`src/rtl/int_ctrl.sv`:
```
// Priority interrupt controller: edge-latched requests, mask, intr/inta/eoi handshake, non-nested service.
// Latency: 2 clocks from the first high irq sample to intr; intr holds until inta, the in-service line holds until eoi.
module int_ctrl #(
    parameter int         N_IRQ    = 8,
    parameter logic [7:0] VEC_BASE = 8'h50
) (
    input  logic             clk,
    input  logic             clr,
    input  logic [N_IRQ-1:0] irq,
    input  logic             mask_we,
    input  logic [N_IRQ-1:0] mask_wdata,
    input  logic             eoi,
    input  logic             inta,
    output logic             intr,
    output logic [7:0]       vector,
    output logic [N_IRQ-1:0] pending,
    output logic [N_IRQ-1:0] in_service,
    output logic [N_IRQ-1:0] mask
);

    localparam int IW = (N_IRQ > 1) ? $clog2(N_IRQ) : 1;

    typedef enum logic [1:0] {
        IDLE = 2'd0,
        REQ  = 2'd1,
        SERV = 2'd2
    } state_t;

    state_t           state, state_nxt;
    logic [N_IRQ-1:0] irq_q;
    logic [N_IRQ-1:0] rise;
    logic [N_IRQ-1:0] avail;
    logic [N_IRQ-1:0] pending_nxt;
    logic [N_IRQ-1:0] ack_clr;
    logic [N_IRQ-1:0] idx_oh;
    logic [N_IRQ-1:0] in_service_nxt;
    logic [IW-1:0]    sel;
    logic [IW-1:0]    idx, idx_nxt;
    logic             intr_nxt;
    logic [7:0]       vector_nxt;

    assign rise  = irq & ~irq_q;
    assign avail = pending & ~mask;

    // Scan from the top down so the lowest set index wins.
    always_comb begin
        sel = '0;
        for (int i = N_IRQ - 1; i >= 0; i--) begin
            if (avail[i]) begin
                sel = IW'(i);
            end
        end
    end

    always_comb begin
        idx_oh = '0;
        for (int i = 0; i < N_IRQ; i++) begin
            idx_oh[i] = (idx == IW'(i));
        end
    end

    always_comb begin
        state_nxt      = state;
        intr_nxt       = intr;
        vector_nxt     = vector;
        idx_nxt        = idx;
        in_service_nxt = in_service;
        ack_clr        = '0;
        case (state)
            IDLE: begin
                if (|avail) begin
                    state_nxt  = REQ;
                    intr_nxt   = 1'b1;
                    vector_nxt = VEC_BASE + 8'(sel);
                    idx_nxt    = sel;
                end
            end
            REQ: begin
                if (inta) begin
                    state_nxt      = SERV;
                    intr_nxt       = 1'b0;
                    ack_clr        = idx_oh;
                    in_service_nxt = idx_oh;
                end
            end
            SERV: begin
                if (eoi) begin
                    state_nxt      = IDLE;
                    in_service_nxt = '0;
                end
            end
            default: begin
                state_nxt      = IDLE;
                intr_nxt       = 1'b0;
                in_service_nxt = '0;
            end
        endcase
    end

    // A fresh edge on the line being acknowledged must survive the clear.
    assign pending_nxt = (pending & ~ack_clr) | rise;

    always_ff @(posedge clk or posedge clr) begin
        if (clr) begin
            state      <= IDLE;
            irq_q      <= '0;
            pending    <= '0;
            mask       <= '1;
            intr       <= 1'b0;
            vector     <= 8'h00;
            idx        <= '0;
            in_service <= '0;
        end else begin
            state      <= state_nxt;
            irq_q      <= irq;
            pending    <= pending_nxt;
            if (mask_we) begin
                mask <= mask_wdata;
            end
            intr       <= intr_nxt;
            vector     <= vector_nxt;
            idx        <= idx_nxt;
            in_service <= in_service_nxt;
        end
    end

endmodule

```
`config.mk`:
```
export PLATFORM = sky130hd
export DESIGN_NAME = int_ctrl
export DESIGN_NICKNAME = d
export VERILOG_FILES = /design/src/rtl/int_ctrl.sv
export SDC_FILE = /design/constraint.sdc
export NUM_CORES = 1
export LEC_CHECK = 0
export ABC_AREA = 1
export CORE_ASPECT_RATIO = 1.5
export CORE_MARGIN = 5
export CORE_UTILIZATION = 25
export CTS_BUF_LIST = sky130_fd_sc_hd__clkbuf_8
export DETAILED_ROUTE_END_ITERATION = 12
export GPL_TIMING_DRIVEN = 0
export PLACE_DENSITY = 0.57
export SETUP_SLACK_MARGIN = 0.2
export SKIP_CTS_REPAIR_TIMING = 1
export SLEW_MARGIN = 20
export SYNTH_ARGS = -nofsm -noshare
export SYNTH_HDL_FRONTEND = slang
export SYNTH_SLANG_ARGS = --single-unit
```
`constraint.sdc`:
```
create_clock -name clk -period 1.7 [get_ports clk]
set_input_delay 0.425 -clock clk [delete_from_list [all_inputs] [get_ports clk]]
set_output_delay 0.425 -clock clk [all_outputs]
set_load 0.005 [all_outputs]
```
Yosys cells after proc, flatten, opt, wreduce, memory -nomap -nowiden
Cells that the tools add are included.
W data, S select, Z words.
{ "totals": {"register_bits": 46, "in_bits": 21, "out_inout_bits": 33, "word_cells": 57} }
{ "op_classes": {"n_addsub": 1, "n_eq_ne": 12, "n_mux": 20, "bitwise": 9, "n_reduce_logical": 7} }
{ "ops": {"columns": ["operator", "count"], "rows": [
  ["$mux W8", 4],
  ["$and A8 B8 Y8", 3],
  ["$mux W3", 8],
  ["$not A8 Y8", 3],
  ["$pmux W8 S3", 1],
  ["$eq A3 B3 Y1 const B", 4],
  ["$reduce_and A3 Y1", 3],
  ["$add A7 B3 Y8 const A", 1],
  ["$or A8 B8 Y8", 1],
  ["$reduce_or A8 Y1", 1],
  ["$eq A3 B2 Y1 const B", 2],
  ["$mux W2", 3],
  ["$ne A2 B2 Y1 const B", 3],
  ["$pmux W2 S3", 1],
  ["$eq A3 B1 Y1 const B", 1],
  ["$logic_not A3 Y1", 1],
  ["$pmux W1 S3", 1],
  ["$eq A2 B1 Y1 const B", 1],
  ["$eq A2 B2 Y1 const B", 1],
  ["$logic_not A2 Y1", 1],
  ["$mux W1", 2],
  ["$not A1 Y1", 2],
  ["$reduce_and A2 Y1", 1]
]} }

Longest topological paths before layout
Gate-level depths: netlist (run 1).
{ "depth": {"ltp_word": 11, "ltp_mapped": 10, "mapped_depth_nobuf": 10} }

Worst setup path before layout (run 1)
Ideal clock, no wire load.
{ "synth_path": {"path_type": "flip-flop to flip-flop", "startpoint": "register mask[1]", "endpoint": "register idx[0]", "setup_ps": 116, "arrival_ps": 1087, "t_required_ps": 1584, "path_slack_ps": 496, "path_stages_with_launch": 10, "path_buffers": 0, "period_less_slack_ps": 1204, "path_cell_list": "dfstp_2 inv_1 nand2_1 nand2_1 nor2_2 nand2_1 nand2_2 nor2_2 nand2_1 nand2_1"} }
{ "synth_via": {"elab_chain_cells": 4, "word_cells_on_any_way": 6, "cone_classes": "mux (2); bitwise (2); reduce/logical (2)"} }
{ "synth_lines": {"columns": ["item", "line", "rtl"], "rows": [
  ["start, declared", "18", "output logic [N_IRQ-1:0] mask"],
  ["start signal, assigned", "118", "mask <= mask_wdata;"],
  ["$not A8 Y8 (*)", "43", "assign avail = pending & ~mask;"],
  ["$and A8 B8 Y8 (*)", "43", null],
  ["$reduce_or A8 Y1 or $mux W3 (tied branches)", "71, 49", null],
  ["$reduce_and A2 Y1 (no source line) or $mux W3 (tied branches)", null, null],
  ["end signal, assigned", "122", "idx <= idx_nxt;"],
  ["end, declared", "38", "logic [IW-1:0] idx, idx_nxt;"]
]} }
Mark *: on every way between the ends. The rest lies on a longest branch, timed or not.
A chain may end at the register's enable or synchronous reset.

==> results by group, run 1 <==
Floorplanning
  • Die W: 75.94 microns
  • Die area: between 8000 and 9000 sq um
  • Cell row count: 36
  • # IOs: 54
  • Die Y: roughly 110 microns
  • Initial Util: 25.31%
  • Core ar.: 6441 sq um

Worst setup path
  • Worst r2r path cells: 10
  • Critical path's top delay family: flip-flops
  • Critical Path, Cell by Cell: buf_4, buf_4, dlymetal6s2s_1
  • Slowest Stage Delay on Critical Path: 0.39 ns
  • WP buf/inv: 3
  • Crit path top cell by count: buf_4
  • CP arrival: ~1.1 ns
  • Reg2Reg Setup Slack: 0.35 ns
  • Worst r2r src: mask[7]$_DFFE_PP1P_
  • CP endpoint kind: output pin
  • Worst r2r dst: idx[0]$_DFFE_PP0P_
  • WP data required: 1.27 ns
  • Crit path max fanout: 3
  • WS Path Type: flip-flop to output pin
  • Slowest cell on crit path: dfrtp_1
  • Critical Path Start Type: flip-flop

Finish
  • Area grow syn2layout: 58.40%
  • Share of layout cells above drive strength 1: 21.96%
  • Nets@finish: between 200 and 300
  • N_diodes: 0
  • Post-layout util: roughly 40%

Clock tree
  • CTS Buffer Depth: 2
  • CTS tree: yes
  • CTS Sinks: 39
  • H-Tree Depth: 2
  • Clock transition at the registers of the reported paths: approximately 0.07 ns
  • Root buf cell: clkbuf_8
  • Skew-Pair Late Insertion Delay: about 0.28 ns
  • CTS Buf Count: 5

Placed design
  • Placer congestion estimate: approximately 0.74
  • HPWL Detailed: 3.120 mm
  • I/O Buffers: 50

GRT
  • Congestion Overflow GR: 0
  • Pin count of the biggest net entering global routing: 22
  • First-pass GRT wire length: around 6.6 mm
  • Gr usage total: 10.27%
  • Vias in the first global route: around 1300
  • Antenna violations before repair: 0

Synthesis
  • Syn. warnings: 0
  • Asr flop ratio synth: between 90% and 100%
  • Unique masters post-synth: 19
  • Post-Syn Instances: approximately 180
  • Post-synth EDFFs: 0
  • Synth top cells by count: nand2_1 (49), dfrtp_1 (31), inv_1 (25)
  • Mapped Area: 1630 sq um
  • Synth Flop Type: dfrtp_1
  • #FFs+latches synth: 39
  • Sequential area share after synthesis: ~60%
  • Mapped Avg Cell Area: 9.263 sq um
  • Top cell type's share of synthesized area: 47.58%
  • Area leader, netlist: dfrtp_1
  • Synth area leaders: dfrtp_1 (48%), dfstp_2 (13%), nand2_1 (11%), o21ai_0 (6.4%), inv_1 (5.8%)
  • Most frequent cell after synthesis: nand2_1

Detailed routing
  • Initial DRC Count: 27
  • Via count: 1360
  • DRC: 0
  • DRT Wirelength: 4.271 mm
  • Detail Route Antenna Nets: 0
  • Wirelength per Cell: around 13 microns
  • DRT Pass-1 Iters: 3
  • Vias per inst: 4.109

Hold path
  • Class of the tightest hold or removal check: flip-flop to flip-flop
  • Worst hold endpoint: pending[6]$_DFF_PP0_
  • Hold path cells: 1
  • Hold Crit Start: irq_q[6]$_DFF_PP0_

Pwr
  • Final Power: 3.143 mW
  • Leak pwr: between 1 and 1.5 nW
  • P per Cell Area: 1217 nW/um^2
  • Worst ir drop on vdd: approximately 0.00046 V

Flow run
  • Max-cap viol count: 0

STA
  • Fin crit share: 87.56%
  • Setup violations, final: 0
  • Minimum clock period: 1.488 ns
  • Fmax: ~670 MHz
  • RSZ-0062 raised after global routing: yes
  • Setup Skew: 0.003801 ns
  • Final Hold Viols: 0
  • Setup total negative slack: 0 ns
  • Max Slew Vio Count: 0

Outcome
  • Status: completed
worst max path at each step:
stage	start	cells past startpoint	endpoint
after floorplan	clr	1	idx[0]$_DFFE_PP0P_
after global placement	clr	2	irq_q[3]$_DFF_PP0_
after detailed placement	inta	6	in_service[1]$_DFFE_PP0P_
after CTS	mask[0]$_DFFE_PP1P_	1	mask[0]
after global routing	vector[4]$_DFFE_PP0P_	3	vector[6]
final	vector[4]$_DFFE_PP0P_	3	vector[6]
state kept, by name (all words and copies together) (netlist names):
name	flops
idx	2
irq_q	8
in_service	8
pending	8
intr	1
state	2
vector	2
mask	8
layout make-up:
| cell class | count | area (sq um) |
|---|---|---|
| fill | 663 | 3859 |
| timing repair buffer | 69 | 738.2 |
| multi-input combinational | 105 | 518.0 |
| tap | 76 | 95.09 |
| clock inverter | 1 | 3.754 |
| sequential | 39 | 987.2 |
| inverter | 29 | 108.9 |
| buffer | 5 | 35.03 |
| clock buffer | 7 | 96.34 |
layout by cell type, fill, tap and decap left out:
cell type / netlist / final
nand2_1: 49 / 49
dfrtp_1: 31 / 30
dlymetal6s2s_1: 0 / 30
inv_1: 25 / 25
buf_4: 4 / 22
o21ai_0: 21 / 21
clkdlybuf4s50_1: 0 / 20
o21ai_1: 11 / 11
dfstp_2: 8 / 8
nor2_1: 7 / 7
clkbuf_8: 0 / 7
inv_2: 4 / 5
nand3_4: 3 / 3
nor2_2: 3 / 3
conb_1: 1 / 3
a21oi_1: 2 / 2
nor2_4: 1 / 1
nor3_2: 0 / 1
buf_2: 1 / 1
nand2_2: 2 / 1
o21ai_2: 1 / 1
nand2_4: 0 / 1
o21bai_1: 1 / 1
dfrtp_2: 0 / 1
buf_16: 0 / 1
stage by stage:
stage | cells | hold slack [ns] | area [sq um] | setup WS (ns)
global route | 331 | 0.4457 | 2582 | 0.1671
CTS | 313 | 0.4163 | 2361 | -0.07508
finish | 331 | 0.4183 | 2582 | 0.2115
detailed placement | 305 | 0.4062 | 2261 | 0.03509
floorplan | 178 | 0.3919 | 1638 | 0.3989
global placement | 304 | 0.3942 | 2233 | -0.5047
layer usage:
metal	global-route usage, %	up-vias	wire length (microns)
li1	-	691	-
met1	11.36	633	1681
met2	17.83	30	2301
met4	4.580	0	72
met5	0	-	0
met3	3.388	6	217
logic make-up after synthesis:
family,share of synthesized area (%)
other,0.2300
and+or+nand+nor,19.03
buffers and inverters,8.825
AOI/OAI and AO/OA,11.44
DFF,60.48
where the power goes:
| group | total, mW | switching (mW) | internal [mW] |
|---|---|---|---|
| Sequential | 1.26 | 0.136 | 1.12 |
| Combinational | 1.21 | 0.610 | 0.599 |
| Clock | 0.672 | 0.308 | 0.364 |
| Total | 3.14 | 1.05 | 2.09 |
Note: power is estimated with default switching activity, not from simulation.
==> inputs of run 2 (changes only) <==
- ABC_AREA: 1 -> unset
- CAP_MARGIN: unset -> 15
- SLEW_MARGIN: 20 -> unset
==> results by group, run 2 <==
Finish
  • FF+latch area: 988.4 sq um (+0.13%)
  • Share of layout cells above drive strength 1: 24.64% (+2.7 points)
  • Design area: 2527 sq um (-2.1%)
  • Multi-input gate area: 569.3 sq um (+9.9%)
  • Post-Layout Cell Count: 287 (-13%)
  • Area grow syn2layout: 56.35%
  • N_diodes: 0 (unchanged)
  • Post-layout util: 39.51% (-0.58 points)
  • Nets@finish: 231 (-16%)
  • Most common cell after layout, fill and taps aside: dlymetal6s2s_1
  • Most frequent cells in the layout: dlymetal6s2s_1 (31), dfrtp_1 (29), nand2_1 (27)
  • Number of fillers in the final layout: 645 (-2.7%)

Pwr
  • Net Sw Frac: 29.45% (-4.1 points)
  • Worst ir drop on vdd: 0.0004612 V (about the same)
  • Leak pwr: 1.367 nW (-5.9%)
  • Internal power: 2.492 mW (+19%)
  • Gate power share: 35.8% (-2.7 points)
  • NetSw: 1.040 mW (-1.3%)
  • Clock power frac: 25.4% (+4.0 points)
  • Flop pwr share: 38.8% (-1.3 points)
  • P per Cell Area: 1398 nW/um^2 (+15%)
  • Final Power: 3.532 mW (+12%)

Synthesis
  • Most frequent cell after synthesis: dfrtp_1
  • Synth top cells by count: dfrtp_1 (31), nand2_1 (27), inv_1 (10)
  • Synth Flop Type: dfrtp_1
  • Unique masters post-synth: 30 (+11)
  • Mapped Avg Cell Area: 11.63 sq um (+26%)
  • Top cell type's share of synthesized area: 47.99% (+0.41 points)
  • #FFs+latches synth: 39 (unchanged)
  • Area leader, netlist: dfrtp_1
  • Post-Syn Instances: 139 (-21%)
  • Asr flop ratio synth: 100.0% (unchanged)
  • Post-synth EDFFs: 0 (unchanged)
  • Mapped Area: 1617 sq um (-0.84%)
  • Synth area leaders: dfrtp_1 (48%), dfstp_2 (13%), nand2_1 (6.3%), mux2_2 (4.9%), a22o_1 (4.3%)
  • Syn. warnings: 0 (unchanged)
  • Sequential area share after synthesis: 60.99% (+0.51 points)

Worst setup path
  • Critical Path, Cell by Cell: nand2b_1, nand4_1, o21ai_4, mux2_4
  • WP data required: 1.87 ns (+0.60 ns)
  • Slowest cell on crit path: dfstp_2
  • WS Path Type: flip-flop to flip-flop
  • Crit path max fanout: 3 (unchanged)
  • Critical Path Start Type: flip-flop
  • WP buf/inv: 0 (-3)
  • CP arrival: 1.70 ns (+0.64 ns)
  • CP endpoint kind: flip-flop
  • Critical path's top delay family: flip-flops
  • Slowest Stage Delay on Critical Path: 0.54 ns (+0.15 ns)

STA
  • Minimum clock period: 1.524 ns (+0.03562 ns)
  • RSZ-0062 raised after global routing: yes
  • Hold slack: 0.4399 ns (+0.02161 ns)
  • Max Slew Vio Count: 0 (unchanged)
  • Fin crit share: 89.65% (+2.1 points)
  • Setup violations, final: 0 (unchanged)
  • Worst-margin pin slew: 0.8177 ns
  • Setup Skew: 0.006773 ns (+0.002972 ns)
  • Final Hold Viols: 0 (unchanged)
  • Setup total negative slack: 0 ns (unchanged)
  • Worst rel slew slack: 45.41%
  • Fmax: 656.1 MHz (-2.3%)
  • Setup WS post-layout: 0.1759 ns (-0.03562 ns)

Detailed routing
  • Initial DRC Count: 50 (+85%)
  • Detail Route Antenna Nets: 0 (unchanged)
  • DRT Wirelength: 4.046 mm (-5.3%)
  • DRC: 0 (unchanged)
  • Wirelength per Cell: 14.10 microns (+9.3%)
  • Via count: 1214 (-11%)
  • DRT Pass-1 Iters: 2 (-1)
  • Vias per inst: 4.230 (+2.9%)

GRT
  • Gr usage total: 10.10% (-0.17 points)
  • Vias in the first global route: 1193 (-9.7%)
  • First-pass GRT wire length: 6.016 mm (-8.2%)
  • Antenna violations before repair: 0 (unchanged)
  • Congestion Overflow GR: 0 (unchanged)
  • Pin count of the biggest net entering global routing: 40 (+82%)

Floorplanning
  • Initial Util: 25.27% (-0.037 points)
  • Die W: 75.66 microns (-0.37%)
  • Die Y: 108.5 microns (-0.39%)
  • # IOs: 54 (unchanged)
  • Core ar.: 6396 sq um (-0.70%)
  • Cell row count: 36 (unchanged)
  • Die area: 8207 sq um (-0.75%)

Clock tree
  • Clock transition at the registers of the reported paths: 0.08 ns (about the same)
  • Root buf cell: clkbuf_8
  • CTS Buffer Depth: 2 (unchanged)
  • CTS Sinks: 39 (unchanged)
  • Skew-Pair Late Insertion Delay: 0.29 ns (about the same)
  • H-Tree Depth: 2 (unchanged)
  • CTS Buf Count: 5 (unchanged)
  • CTS tree: yes

Outcome
  • Status: completed

Placed design
  • Dpl ws: -0.1332 ns (-0.1683 ns)
  • HPWL Detailed: 2.985 mm (-4.3%)
  • Placed cell area: 2210 sq um (-2.3%)
  • Placer congestion estimate: 0.7436 (+1.1%)
  • I/O Buffers: 49 (-2.0%)
  • Post-Place Cells: 266 (-13%)

Hold path
  • Class of the tightest hold or removal check: input port to flip-flop

Flow run
  • Max-cap viol count: 0 (unchanged)
## run 2: cell count changes after synthesis, moves of 5 or more
cell      change
nor2_1        -5
o21ai_0      -17
nor2b_1       +5
nand2_1      -22
a22o_1        +8
nand2b_1      +8
inv_1        -15
o21ai_1      -11
mux2_2        +7
## run 2: path summary, 6_finish.rpt
| path | from | to | slack [ns] | cells past startpoint |
|---|---|---|---|---|
| max | mask[4]$_DFFE_PP1P_ | idx[0]$_DFFE_PP0P_ | 0.18 | 4 |
| max in group asynchronous | clr | idx[1]$_DFFE_PP0P_ | 0.51 | 2 |
| max reg2reg | mask[4]$_DFFE_PP1P_ | idx[0]$_DFFE_PP0P_ | 0.18 | 4 |
| min reg2reg | intr$_DFFE_PP0P_ | intr$_DFFE_PP0P_ | 0.47 | 2 |
| min | inta | state[0]$_DFFE_PP0P_ | 0.44 | 2 |
| min in group asynchronous | clr | pending[5]$_DFF_PP0_ | 0.62 | 2 |
## run 2: cells by family after synthesis
| kind of cell | after synthesis | share of synthesized area, % |
|---|---|---|
| multiplexers | 8 | 5.805 |
| other | 1 | 0.2320 |
| flip-flops | 39 | 60.99 |
| AO/OA/AOI/OAI | 22 | 9.985 |
| AND/OR/NAND/NOR | 53 | 18.27 |
| buffers and inverters | 16 | 4.721 |
## run 2: worst register-to-register path, delay by kind of cell (launching register included)
family	cells	cell delay, ns
flops	1	0.54
simple gates	2	0.34
mux	1	0.31
compound gates	1	0.23
## run 2: cell type report
cell class,count,share of cell area [%]
sequential,39,39.11
timing repair buffer,62,26.34
multi-input combinational,86,22.52
tap,76,3.762
clock buffer,5,2.723
clock inverter,3,2.525
buffer,6,1.535
inverter,10,1.485
## run 2: layer usage
metal  share of wire, %  track usage (%)
met5                  0                0
met1                 39            11.47
met3                5.3            2.605
met2                 55            17.68
met4                1.0            3.750
## run 2: power by group through the flow
stage	Clock, mW	Combinational [mW]	Sequential [mW]
CTS	0.926	1.11	1.41
detailed placement	0	1.11	1.43
floorplan	0	0.525	1.39
finish	0.896	1.26	1.37
global route	0.966	1.39	1.41
global placement	0	1.09	1.43
==> inputs of run 3 (changes only) <==
- ABC_AREA: unset -> 1
- HOLD_SLACK_MARGIN: unset -> 0.08
- SLEW_MARGIN: unset -> 20
==> results of run 3 <==
Final layout, timing and power as in run 1 (identical DEF).
